### src/rtl/fp_match_pkg.sv
// fp_match_pkg: shared types and constants for the fingerprint search engine.
// Optional feature macro: FP_MATCH_XNOR_EN (selects the equal-bit row score).
package fp_match_pkg;

  // Search controller states
  typedef enum logic [1:0] {
    ST_IDLE  = 2'd0,
    ST_RUN   = 2'd1,
    ST_DRAIN = 2'd2,
    ST_DONE  = 2'd3
  } state_t;

  // Default geometry
  localparam int ROWS_DEF       = 256;
  localparam int WIDTH_DEF      = 256;
  localparam int OFFSET_MAX_DEF = 8;

  // Score and signed-offset widths for the default geometry
  localparam int SW_DEF = $clog2(ROWS_DEF * WIDTH_DEF + 1);
  localparam int OW_DEF = $clog2(OFFSET_MAX_DEF + 1) + 1;

  // Store address width (store depth is at most 256 rows)
  localparam int AW = 8;

  // Field index of each half inside the store read word, in units of WIDTH
  localparam int TMPL_FIELD = 1;
  localparam int TEST_FIELD = 0;

  // Number of partial-popcount lanes per row
  localparam int LANES = 4;

  // Cycles spent flushing the pipeline after the last address
  localparam int DRAIN_CYCLES = 3;

endpackage

### src/rtl/fp_match_popcount.sv
// fp_popcount: two-stage WIDTH-bit population count with a valid flag.
// Stage 1 registers LANES partial counts; stage 2 sums them, and the sum is
// registered by the consumer (the accumulator) in the following cycle.
module fp_popcount
  import fp_match_pkg::*;
#(
  parameter int WIDTH = WIDTH_DEF,
  parameter int CW    = $clog2(WIDTH + 1)
) (
  input  logic             clk,
  input  logic             rst,
  input  logic             in_valid,
  input  logic [WIDTH-1:0] in_bits,
  output logic             out_valid,
  output logic [CW-1:0]    count
);

  localparam int LW = WIDTH / LANES;
  localparam int PW = $clog2(LW + 1);

  logic [PW-1:0] part_s [LANES];
  logic [PW-1:0] part_r [LANES];

  // Per-lane bit counts of the incoming row
  always_comb begin
    for (int l = 0; l < LANES; l++) begin
      part_s[l] = '0;
      for (int b = 0; b < LW; b++) begin
        part_s[l] = part_s[l] + PW'(in_bits[l*LW + b]);
      end
    end
  end

  // Stage 1: register partial counts and the valid flag
  always_ff @(posedge clk) begin
    if (rst) begin
      out_valid <= 1'b0;
      for (int l = 0; l < LANES; l++) begin
        part_r[l] <= '0;
      end
    end else begin
      out_valid <= in_valid;
      if (in_valid) begin
        for (int l = 0; l < LANES; l++) begin
          part_r[l] <= part_s[l];
        end
      end
    end
  end

  // Stage 2: add the registered partials into the row count
  always_comb begin
    count = '0;
    for (int l = 0; l < LANES; l++) begin
      count = count + CW'(part_r[l]);
    end
  end

endmodule

### src/rtl/fp_match.sv
// fp_match: fingerprint search engine. Walks the store's search ports over
// every vertical offset in [-OFFSET_MAX, +OFFSET_MAX], scores ridge overlap
// per offset and reports the best score, its offset and a threshold match.
// Optional feature macro: FP_MATCH_XNOR_EN (score equal bits instead of overlap).
module fp_match
  import fp_match_pkg::*;
#(
  parameter int ROWS       = ROWS_DEF,
  parameter int WIDTH      = WIDTH_DEF,
  parameter int OFFSET_MAX = OFFSET_MAX_DEF,
  parameter int SW         = $clog2(ROWS * WIDTH + 1),
  parameter int OW         = $clog2(OFFSET_MAX + 1) + 1
) (
  input  logic                 search_clk,
  input  logic                 search_rst,
  input  logic                 start,
  input  logic [SW-1:0]        threshold,
  output logic [AW-1:0]        search_out_add,
  output logic [AW-1:0]        search_out_add_test,
  input  logic [2*WIDTH-1:0]   search_out_data,
  output logic                 busy,
  output logic                 done,
  output logic [SW-1:0]        best_score,
  output logic signed [OW-1:0] best_offset,
  output logic                 match
);

  localparam int CW = $clog2(WIDTH + 1);
  localparam int IW = AW + 2;
  localparam int DW = $clog2(DRAIN_CYCLES);

  state_t                state_r;
  logic [DW-1:0]         drain_r;
  logic [SW-1:0]         thr_r;

  // Issue stage: currently addressed row/offset
  logic [AW-1:0]         row_r;
  logic signed [OW-1:0]  off_r;
  logic                  a_act;
  logic                  a_inr;

  logic [AW-1:0]         nxt_row;
  logic signed [OW-1:0]  nxt_off;
  logic signed [IW-1:0]  test_idx;
  logic                  nxt_inr;
  logic                  start_s;
  logic                  last_s;
  logic                  issue_s;

  // Data stage (store word valid)
  logic                  b_act;
  logic                  b_inr;
  logic                  b_first;
  logic                  b_last;
  logic signed [OW-1:0]  b_off;
  logic [WIDTH-1:0]      tmpl_row;
  logic [WIDTH-1:0]      test_row;
  logic [WIDTH-1:0]      row_raw;
  logic [WIDTH-1:0]      row_bits;

  // Partial-count stage
  logic                  c_first;
  logic                  c_last;
  logic signed [OW-1:0]  c_off;
  logic                  pc_valid;
  logic [CW-1:0]         pc_count;

  // Accumulate stage
  logic                  d_act;
  logic                  d_last;
  logic signed [OW-1:0]  d_off;
  logic [SW-1:0]         acc;

  // Control qualifiers: accepted start, final address, and whether to issue
  always_comb begin
    start_s = (state_r == ST_IDLE) && start;
    last_s  = (row_r == AW'(ROWS - 1)) && (off_r == OW'(OFFSET_MAX));
    issue_s = start_s || ((state_r == ST_RUN) && !last_s);
  end

  // Next row/offset to issue and the corresponding test row index
  always_comb begin
    if (state_r == ST_IDLE) begin
      nxt_row = '0;
      nxt_off = OW'(-OFFSET_MAX);
    end else if (row_r == AW'(ROWS - 1)) begin
      nxt_row = '0;
      nxt_off = off_r + OW'(1);
    end else begin
      nxt_row = row_r + AW'(1);
      nxt_off = off_r;
    end
    test_idx = $signed({2'b00, nxt_row}) + IW'(nxt_off);
    nxt_inr  = !test_idx[IW-1] && (test_idx[IW-2:0] < (IW-1)'(ROWS));
  end

  // Search controller: state, busy/done and threshold capture
  always_ff @(posedge search_clk) begin
    if (search_rst) begin
      state_r <= ST_IDLE;
      busy    <= 1'b0;
      done    <= 1'b0;
      drain_r <= '0;
      thr_r   <= '0;
    end else begin
      done <= 1'b0;
      case (state_r)
        ST_IDLE: begin
          if (start) begin
            state_r <= ST_RUN;
            busy    <= 1'b1;
            thr_r   <= threshold;
          end
        end
        ST_RUN: begin
          if (last_s) begin
            state_r <= ST_DRAIN;
            drain_r <= '0;
          end
        end
        ST_DRAIN: begin
          if (drain_r == DW'(DRAIN_CYCLES - 1)) begin
            state_r <= ST_DONE;
            busy    <= 1'b0;
            done    <= 1'b1;
          end else begin
            drain_r <= drain_r + DW'(1);
          end
        end
        ST_DONE: begin
          state_r <= ST_IDLE;
        end
        default: begin
          state_r <= ST_IDLE;
          busy    <= 1'b0;
        end
      endcase
    end
  end

  // Address issue: one registered address pair per cycle while searching
  always_ff @(posedge search_clk) begin
    if (search_rst) begin
      row_r               <= '0;
      off_r               <= OW'(-OFFSET_MAX);
      search_out_add      <= '0;
      search_out_add_test <= '0;
      a_act               <= 1'b0;
      a_inr               <= 1'b0;
    end else begin
      a_act <= issue_s;
      if (issue_s) begin
        row_r               <= nxt_row;
        off_r               <= nxt_off;
        a_inr               <= nxt_inr;
        search_out_add      <= nxt_row;
        search_out_add_test <= nxt_inr ? test_idx[AW-1:0] : '0;
      end
    end
  end

  // Row combine; out-of-range test rows contribute nothing
  always_comb begin
    tmpl_row = search_out_data[TMPL_FIELD*WIDTH +: WIDTH];
    test_row = search_out_data[TEST_FIELD*WIDTH +: WIDTH];
`ifdef FP_MATCH_XNOR_EN
    row_raw  = ~(tmpl_row ^ test_row);
`else
    row_raw  = tmpl_row & test_row;
`endif
    if (b_inr) begin
      row_bits = row_raw;
    end else begin
      row_bits = '0;
    end
  end

  fp_popcount #(
    .WIDTH (WIDTH),
    .CW    (CW)
  ) u_popcount (
    .clk       (search_clk),
    .rst       (search_rst),
    .in_valid  (b_act),
    .in_bits   (row_bits),
    .out_valid (pc_valid),
    .count     (pc_count)
  );

  // Row tags follow the data down the pipeline; acc restarts at row 0
  always_ff @(posedge search_clk) begin
    if (search_rst) begin
      b_act   <= 1'b0;
      b_inr   <= 1'b0;
      b_first <= 1'b0;
      b_last  <= 1'b0;
      b_off   <= '0;
      c_first <= 1'b0;
      c_last  <= 1'b0;
      c_off   <= '0;
      d_act   <= 1'b0;
      d_last  <= 1'b0;
      d_off   <= '0;
      acc     <= '0;
    end else begin
      b_act   <= a_act;
      b_inr   <= a_inr;
      b_first <= (row_r == AW'(0));
      b_last  <= (row_r == AW'(ROWS - 1));
      b_off   <= off_r;
      c_first <= b_first;
      c_last  <= b_last;
      c_off   <= b_off;
      d_act   <= pc_valid;
      d_last  <= c_last;
      d_off   <= c_off;
      if (pc_valid) begin
        acc <= (c_first ? SW'(0) : acc) + SW'(pc_count);
      end
    end
  end

  // Best-offset tracking; ties keep the earlier (more negative) offset
  always_ff @(posedge search_clk) begin
    if (search_rst || start_s) begin
      best_score  <= '0;
      best_offset <= OW'(-OFFSET_MAX);
      match       <= 1'b0;
    end else if (d_act && d_last) begin
      if (acc > best_score) begin
        best_score  <= acc;
        best_offset <= d_off;
        match       <= (acc >= thr_r);
      end else begin
        match       <= (best_score >= thr_r);
      end
    end
  end

endmodule

### config.mk
export PLATFORM = sky130hd
export DESIGN_NAME = fp_match
export DESIGN_NICKNAME = d
export VERILOG_FILES = /design/src/rtl/fp_match_pkg.sv /design/src/rtl/fp_match_popcount.sv /design/src/rtl/fp_match.sv
export SDC_FILE = /design/constraint.sdc
export NUM_CORES = 1
export LEC_CHECK = 0
export CAP_MARGIN = 20
export CORE_AREA = 5 5 220 222
export CTS_CLUSTER_DIAMETER = 150
export DETAILED_ROUTE_END_ITERATION = 6
export DIE_AREA = 0 0 225 227
export PLACE_DENSITY = 0.68
export SLEW_MARGIN = 20
export SYNTH_ARGS = -nofsm -noshare
export SYNTH_HDL_FRONTEND = slang
export SYNTH_HIERARCHICAL = 1
export SYNTH_SLANG_ARGS = --single-unit
### constraint.sdc
create_clock -name search_clk -period 7.56 [get_ports search_clk]
set_clock_uncertainty 0.2 [all_clocks]
set_input_delay 2.268 -clock search_clk [delete_from_list [all_inputs] [get_ports search_clk]]
set_output_delay 2.268 -clock search_clk [all_outputs]
set_load 0.005 [all_outputs]
# Word level (Yosys, flattened, before mapping)
# Memories as Yosys holds them, arrays and structs flattened.
# Cells that the tools add are included.
[totals] reg_bits=110 ram_bits=28 input_bits=532 wordCells=354 n_memories=1
[mem_list] name="u_popcount.part_r" depth=4 word_bits=7 rd=4 rd_ports_with_merged_regs=0 write_ports=4 line="fp_match_popcount.sv:22" text="logic [PW-1:0] part_r [LANES];"
[op_classes] add_sub_neg=260 order_cmp=4 n_eq_ne=10 n_mux=28 bitwise_logic=6 n_reduce_logical=19
[op_table] cell="adder 7 x 1 -> 7 bit" n=248
[op_table] cell="AND 256 bit" n=1
[op_table] cell="two-way mux 256 bit" n=1
[op_table] cell="greater-or-equal comparator 17 bit" n=2
[op_table] cell="two-way mux 7 bit" n=4
[op_table] cell="two-way mux 8 bit" n=3
[op_table] cell="adder 9 x 7 -> 9 bit" n=2
[op_table] cell="adder 17 x 9 -> 17 bit" n=1
[op_table] cell="greater-than comparator 17 bit" n=1
[op_table] cell="two-way mux 17 bit" n=1
[op_table] cell="adder 9 x 5 -> 10 bit" n=1
[op_table] cell="two-way mux 2 bit" n=5
[op_table] cell="two-way mux 5 bit" n=2
[op_table] cell="< comparator 9 bit (second input constant)" n=1
[op_table] cell="two-way mux 1 bit" n=9
[op_table] cell="AND reduction 3 bit" n=3
[op_table] cell="adder 1 x 1 -> 2 bit" n=4
[op_table] cell="adder 7 x 7 -> 8 bit" n=1
[op_table] cell="adder 8 x 1 -> 8 bit (second input constant)" n=1
[op_table] cell="== test 8 bit (second input constant)" n=1
[op_table] cell="logical NOT 8 bit" n=1
[op_table] cell="!= test 2 bit (second input constant)" n=4
[op_table] cell="case mux 2 bit (4 select lines)" n=1
[op_table] cell="== test 2 bit (second input constant)" n=3
[op_table] cell="15 further kinds" n=26

# Longest topological paths before layout
# Gate-level depths: netlist of the first run.
[logic_depth] word_depth=66 depth_mapped=24

# Modules after synthesis
# The synthesis of the first run kept the hierarchy.
[by_module_without_submodules] mod="fp_popcount" instances=1 cells_per_inst=806 area_each_um2=8448.1
[by_module_without_submodules] mod="fp_match" instances=1 cells_per_inst=1006 area_each_um2=7907.6

# Least setup slack after synthesis of the first run
# OpenSTA, ideal clock, no wires.
[synth_path] path_type="input -> register" from="input port search_out_data[501]" to="memory u_popcount/part_r[0][25] (netlist bit) (data pin)" setup_time_ns=0.265 arrival_time_ns=7.599 t_required_ns=7.095 path_slack_ns=-0.504 cell_stages=22 cell_sequence="and3_1 -> fa_1 -> inv_1 -> fa_1 -> inv_1 -> fa_1 -> inv_1 -> fa_1 -> inv_1 -> fa_1 -> inv_1 -> fa_1 -> fa_1 -> fa_1 -> inv_1 -> ha_1 -> inv_1 -> fa_1 -> nor2b_1 -> o21ai_1 -> a21boi_1 -> a211oi_1"
[synth_lines] element="start, declared" line="fp_match.sv:20" text="input logic [2*WIDTH-1:0] search_out_data,"
[synth_lines] element="end, declared" line="fp_match_popcount.sv:22"

==> reports/metrics.cfg, run 1 <==
[run_status]
status = finished, violations left
violations = setup timing

[timing]
maxSlewHeadroom = 0.3700
fin_crit_sh = 1.053
max_slew.worst_pin.slew_ns = 0.9449
setup_slack_ns = -0.3975
setup_viol = 20
finalHoldViolCount = 0
drv_slew = 0
min_period_ns = 7.957
rsz0062_at_grt = yes
max_freq_mhz = 125.7

[yosys]
synth_commonest_cells = 413 x inv_1, 261 x and3_1, 232 x fa_1
synth-async-reset-ratio = 0
ys_seq_area_frac = 0.1860
ys_seq_elements = 138
synthDistinctLibCells = 77
synth-edff-count = 28
yosys.cell_count.top_type = inv_1
ys.flop_type = dfxtp_1
synth.largest_area_cell = fa_1
synth_top_cell_area_share = 0.2840
ys_warn_count = 6
syn_area_sq_um = 16360
postSynthAreaPerCell_sq_um = 9.026
syn_inst = 1812
yosys-top-cells-area = fa_1 28%, dfxtp_1 13%, ha_1 11%, and3_1 10%, inv_1 9.5%
syn-num-nets = 2721

[grt]
grt_pass1_wl_microns = 84230
grt_pass1_vias = 16190
antenna_found_initial = 27
overflow = 0
grtUsageTotal = 0.2066
grt_max_degree = 73

[cts]
cts.reportedPaths.clkPinSlew_ns = 0.07
cts.sinks = 138
h-tree-depth = 4
cts_buffers = 17
cts_max_path_buffers = 2
cts_root_buf = clkbuf_16
worst_skew_pair.late_latency_ns = 0.42
cts_tree = yes

[power]
ir_drop_mv = 0.1579
p_leak_nw = 10.83
total_power_mw = 2.642
powerDensity_nw_per_um2 = 110.3

[critical_path]
crit_path_max_fanout = 2
cp_slowest_cell = fa_1
cp-end-kind = flip-flop
crit_type = primary input to flip-flop
cp_num_buf_inv = 8
start_kind = primary input
required_ns = 7.51
max_stage_delay_ns = 0.55
cp_top_family = adder cells
crit_top_cell = fa_1
path_cells = buf_6 -> and3_4 -> fa_1 -> inv_2 -> fa_1 -> inv_1 -> fa_1 -> inv_2 -> fa_1 -> inv_2 -> fa_1 -> inv_1 -> fa_1 -> fa_1 -> fa_1 -> inv_1 -> ha_2 -> inv_2 -> fa_2 -> nor2b_4 -> o21ai_2 -> a21boi_2 -> a211oi_2
cp.arrival_ns = 7.91

[route]
drc = 0
drt_iter0_markers = 501
postRouteAntennaNets = 0
num_vias = 14600
drt-total-wl_microns = 54270
drt-pass1-iter-count = 5
post_drt_wl_per_cell_microns = 17.94
via_per_inst = 4.824

[final_layout]
postLayoutCoreUtil = 0.5192
finalNetCount = 3304
stdcell_area_sq_um = 23960
areaGrowthSynthToFinish_pct = 46.52
drive_gt1_frac = 0.1927

[place]
gp_congestion = 0.9351
place_area_sq_um = 22980
numPortBuffers = 572
hpwl_microns = 47210

[hold_path]
hp-class = flip-flop to flip-flop

[die]
die_height_microns = 227
start_util = 0.3543
ios = 573
die-area_sq_um = 51080
die_w_microns = 225
core-area_sq_um = 46160
num_rows = 79

[job]
drv_cap = 0

[layout by cell type (no fill, tap or decap), drive strengths merged, types with 7 or more instances in the layout]
cell,n
nand2,95
dlymetal6s2s,17
edfxtp,28
clkdlybuf4s50,312
nor2,80
diode,11
dlygate4sd2,63
and3,262
o211ai,8
and2,9
nor3,22
ha,145
inv,425
clkbuf,74
xnor2,18
xor2,7
a211oi,18
nand2b,13
dfxtp,110
clkdlybuf4s15,59
fa,232
a21o,14
buf,115
nand4,13
a22o,7
o21ai,31
nor2b,36
nand3,8
mux2i,28
a21oi,70
[cell type report]
type,count,area [sq um]
timing repair buffer,623,5677
clock buffer,17,425.4
inverter,414,1556
multi-input combinational,1201,12280
fill,4274,22200
clock inverter,15,192.7
sequential,138,3047
tap,607,759.5
antenna,11,27.53
[power by group]
part           total (mW)  leakage, nW  switching (mW)  internal, mW
registers           0.855         1.19          0.0475         0.807
logic               0.919         9.34           0.458         0.461
clock network       0.868        0.302           0.362         0.506
total                2.64         10.8           0.868          1.77
[path summary, 6_finish.rpt]
check | start | end | slack (ns) | cells after the start
setup / recovery | search_out_data[501] | u_popcount/part_r[0][25] | -0.40 | 23
hold / removal | b_off[2] | c_off[2] | 0.23 | 1
setup reg to reg | b_inr | u_popcount/part_r[0][18] | 0.33 | 20
hold reg to reg | b_off[2] | c_off[2] | 0.23 | 1
[kinds of logic after synthesis]
family	Yosys count	synth area share
buffers and inverters	473	0.1110
adder cells (fa/ha/maj)	377	0.3949
AO/OA/AOI/OAI	201	0.08385
flip-flops	138	0.1860
multiplexers	29	0.01782
AND/OR/NAND/NOR	569	0.1930
XOR/XNOR	25	0.01339
[stage by stage]
step	instances	setup WS (ns)	setup TNS (ns)	hold slack, ns
floorplan	1812	-0.3969	-4.602	0.2138
global placement	2973	-1.071	-23.22	0.2172
detailed placement	2973	-1.219	-24.94	0.2218
CTS	3012	-0.3943	-4.448	0.2380
global route	3023	-0.5989	-7.197	0.2570
finish	3026	-0.3975	-3.769	0.2349
[routing by layer]
layer,wire length (microns),part of all wire,track usage
met1,20620,0.38,0.2346
met2,28820,0.53,0.3843
met3,3089,0.057,0.05042
met5,136,0.0025,0
met4,1602,0.030,0.06227
[timing repair]
| item | CTS | global route |
|---|---|---|
| cloned | 0 | 0 |
| hold buffers | 0 | 0 |
| setup buffers | 9 | 8 |
| pin swaps | 253 | 156 |
| resized for setup | 581 | 248 |
| setup endpoints to repair | 26 | 24 |
[sequential cells by signal, indices dropped and copies added (netlist names), 2 cells and up]
signal	cells
best_score	17
d_off	5
off_r	5
drain_r	2
c_off	5
best_offset	5
acc	17
state_r	2
thr_r	17
search_out_add_test	8
row_r	8
b_off	5
u_popcount/part_r	28
No activity file was read; power rests on OpenSTA's default activity.
==> run 2: changes to the inputs <==
--- a/config.mk
+++ b/config.mk
@@ -6,11 +6,11 @@
 export NUM_CORES = 1
 export LEC_CHECK = 0
 export CAP_MARGIN = 20
-export CORE_AREA = 5 5 220 222
+export CORE_AREA = 2 2 223 225
 export CTS_CLUSTER_DIAMETER = 150
 export DETAILED_ROUTE_END_ITERATION = 6
 export DIE_AREA = 0 0 225 227
-export PLACE_DENSITY = 0.68
+export PLACE_DENSITY = 0.65
 export SLEW_MARGIN = 20
 export SYNTH_ARGS = -nofsm -noshare
 export SYNTH_HDL_FRONTEND = slang
==> run 2 against run 1 <==
The run still ends with setup timing left. Utilization is 2.7 points lower. Critical path depth is 2 lower. Combinational power is essentially flat. Register-to-register slack improved by 0.28 ns. Worst hold slack got worse by 0.0016 ns. Critical path type unchanged. Critical endpoint is now u_popcount/part_r[0][27].
==> reports/metrics.cfg, run 2 (synthesized netlist as in run 1, its figures left out) <==
[run_status]
status = finished, violations left
violations = setup timing

[die]
die_height_microns = 227
die_w_microns = 225
core-area_sq_um = 48550
ios = 573
start_util = 0.3369
num_rows = 81
die-area_sq_um = 51080

[timing]
holdWs_ns = 0.2333
setup_viol = 18
drv_slew = 0
setup_tns_ns = -3.360
fin_crit_sh = 1.051
rsz0062_at_grt = yes
max_freq_mhz = 125.9
max_slew.worst_pin.slew_ns = 0.9720
finalHoldViolCount = 0
min_period_ns = 7.942
maxSlewHeadroom = 0.3520
setup_slack_ns = -0.3823

[route]
post_drt_wl_per_cell_microns = 17.20
num_vias = 14440
drt-total-wl_microns = 52160
drc = 0
postRouteAntennaNets = 0
drt_iter0_markers = 449
via_per_inst = 4.763
drt-pass1-iter-count = 5

[grt]
grt_pass1_wl_microns = 80550
antenna_found_initial = 22
grtUsageTotal = 0.2010
grt_max_degree = 97
overflow = 0
grt_pass1_vias = 15730

[critical_path]
required_ns = 7.52
start_kind = primary input
crit_path_max_fanout = 2
crit_type = primary input to flip-flop
cp.arrival_ns = 7.91
cp-end-kind = flip-flop

[place]
hpwl_microns = 45400
numPortBuffers = 572
gp_congestion = 0.9191
place_area_sq_um = 23000
pre_cts_ws_ns = -1.156

[cts]
cts.reportedPaths.clkPinSlew_ns = 0.07
cts_tree = yes
worst_skew_pair.late_latency_ns = 0.42
cts_root_buf = clkbuf_16
h-tree-depth = 4
cts_max_path_buffers = 2
cts_buffers = 17
postCtsHoldBufs = 0
cts.sinks = 138

[final_layout]
final_common_cell = inv_1
layout_common_cells = 350 x inv_1, 309 x clkdlybuf4s50_1, 209 x fa_1
drive_gt1_frac = 0.1782
stdcell_area_sq_um = 23890
areaGrowthSynthToFinish_pct = 46.07
largest_reg_flops = 28
largest-register = u_popcount/part_r
postLayoutCoreUtil = 0.4921
finalNetCount = 3298
fill_cells = 4596

[power]
powerDensity_nw_per_um2 = 108.5
ir_drop_mv = 0.2330
p_leak_nw = 10.75

[job]
drv_cap = 0

[hold_path]
hp-class = flip-flop to flip-flop

[run 2: power by group]
part / total [mW] / switching [mW] / internal [mW]
sequential: 0.855 / 0.0471 / 0.807
combinational: 0.916 / 0.458 / 0.459
clock: 0.821 / 0.355 / 0.466
total: 2.59 / 0.860 / 1.73
[run 2: timing repair]
item,4_1_cts,5_1_grt
resized for setup,615,165
pin swaps,240,129
setup endpoints to repair,25,23
setup buffers,8,6
[run 2: stage by stage]
step | total power [mW] | instances
finish | 2.592 | 3032
global route | 2.757 | 3029
CTS | 2.621 | 3023
detailed placement | 1.827 | 2986
global placement | 1.790 | 2986
floorplan | 1.395 | 1812
[run 2: area by class of cell]
type	count	area (sq um)	area share
Clock buffer	17	425.4	0.01781
Tap cell	622	778.2	0.03258
Timing Repair Buffer	617	5608	0.2347
Clock inverter	15	153.9	0.006442
Multi-Input combinational cell	1201	12300	0.5150
Sequential cell	138	3047	0.1275
Antenna cell	8	20.02	0.0008380
Inverter	414	1554	0.06505
[run 2: routing by layer]
metal | wire length (microns) | vias up | track usage
met1 | 20760 | 6980 | 0.2283
li1 | - | 7036 | -
met4 | 1003 | 18 | 0.05170
met5 | 123 | - | 0
met3 | 2575 | 74 | 0.04491
met2 | 27700 | 333 | 0.3789
[run 2: worst paths after layout]
check / startpoint / to / slack, ns / cells past startpoint
setup / recovery: search_out_data[235] / u_popcount/part_r[0][27] / -0.38 / 21
hold / removal: b_off[2] / c_off[2] / 0.23 / 1
setup reg to reg: b_inr / u_popcount/part_r[0][25] / 0.61 / 23
hold reg to reg: b_off[2] / c_off[2] / 0.23 / 1
[run 2: critical path, stage by stage]
cell	delay, ns
clkdlybuf4s15_1	0.21
and3_1	0.19
inv_2	0.05
fa_1	0.53
fa_1	0.46
fa_1	0.52
inv_1	0.05
fa_1	0.49
inv_2	0.04
fa_1	0.47
fa_1	0.56
fa_2	0.46
fa_1	0.53
inv_2	0.05
ha_4	0.16
inv_2	0.05
fa_2	0.22
nor2b_4	0.05
o21ai_2	0.17
a21boi_2	0.08
o311a_1	0.30
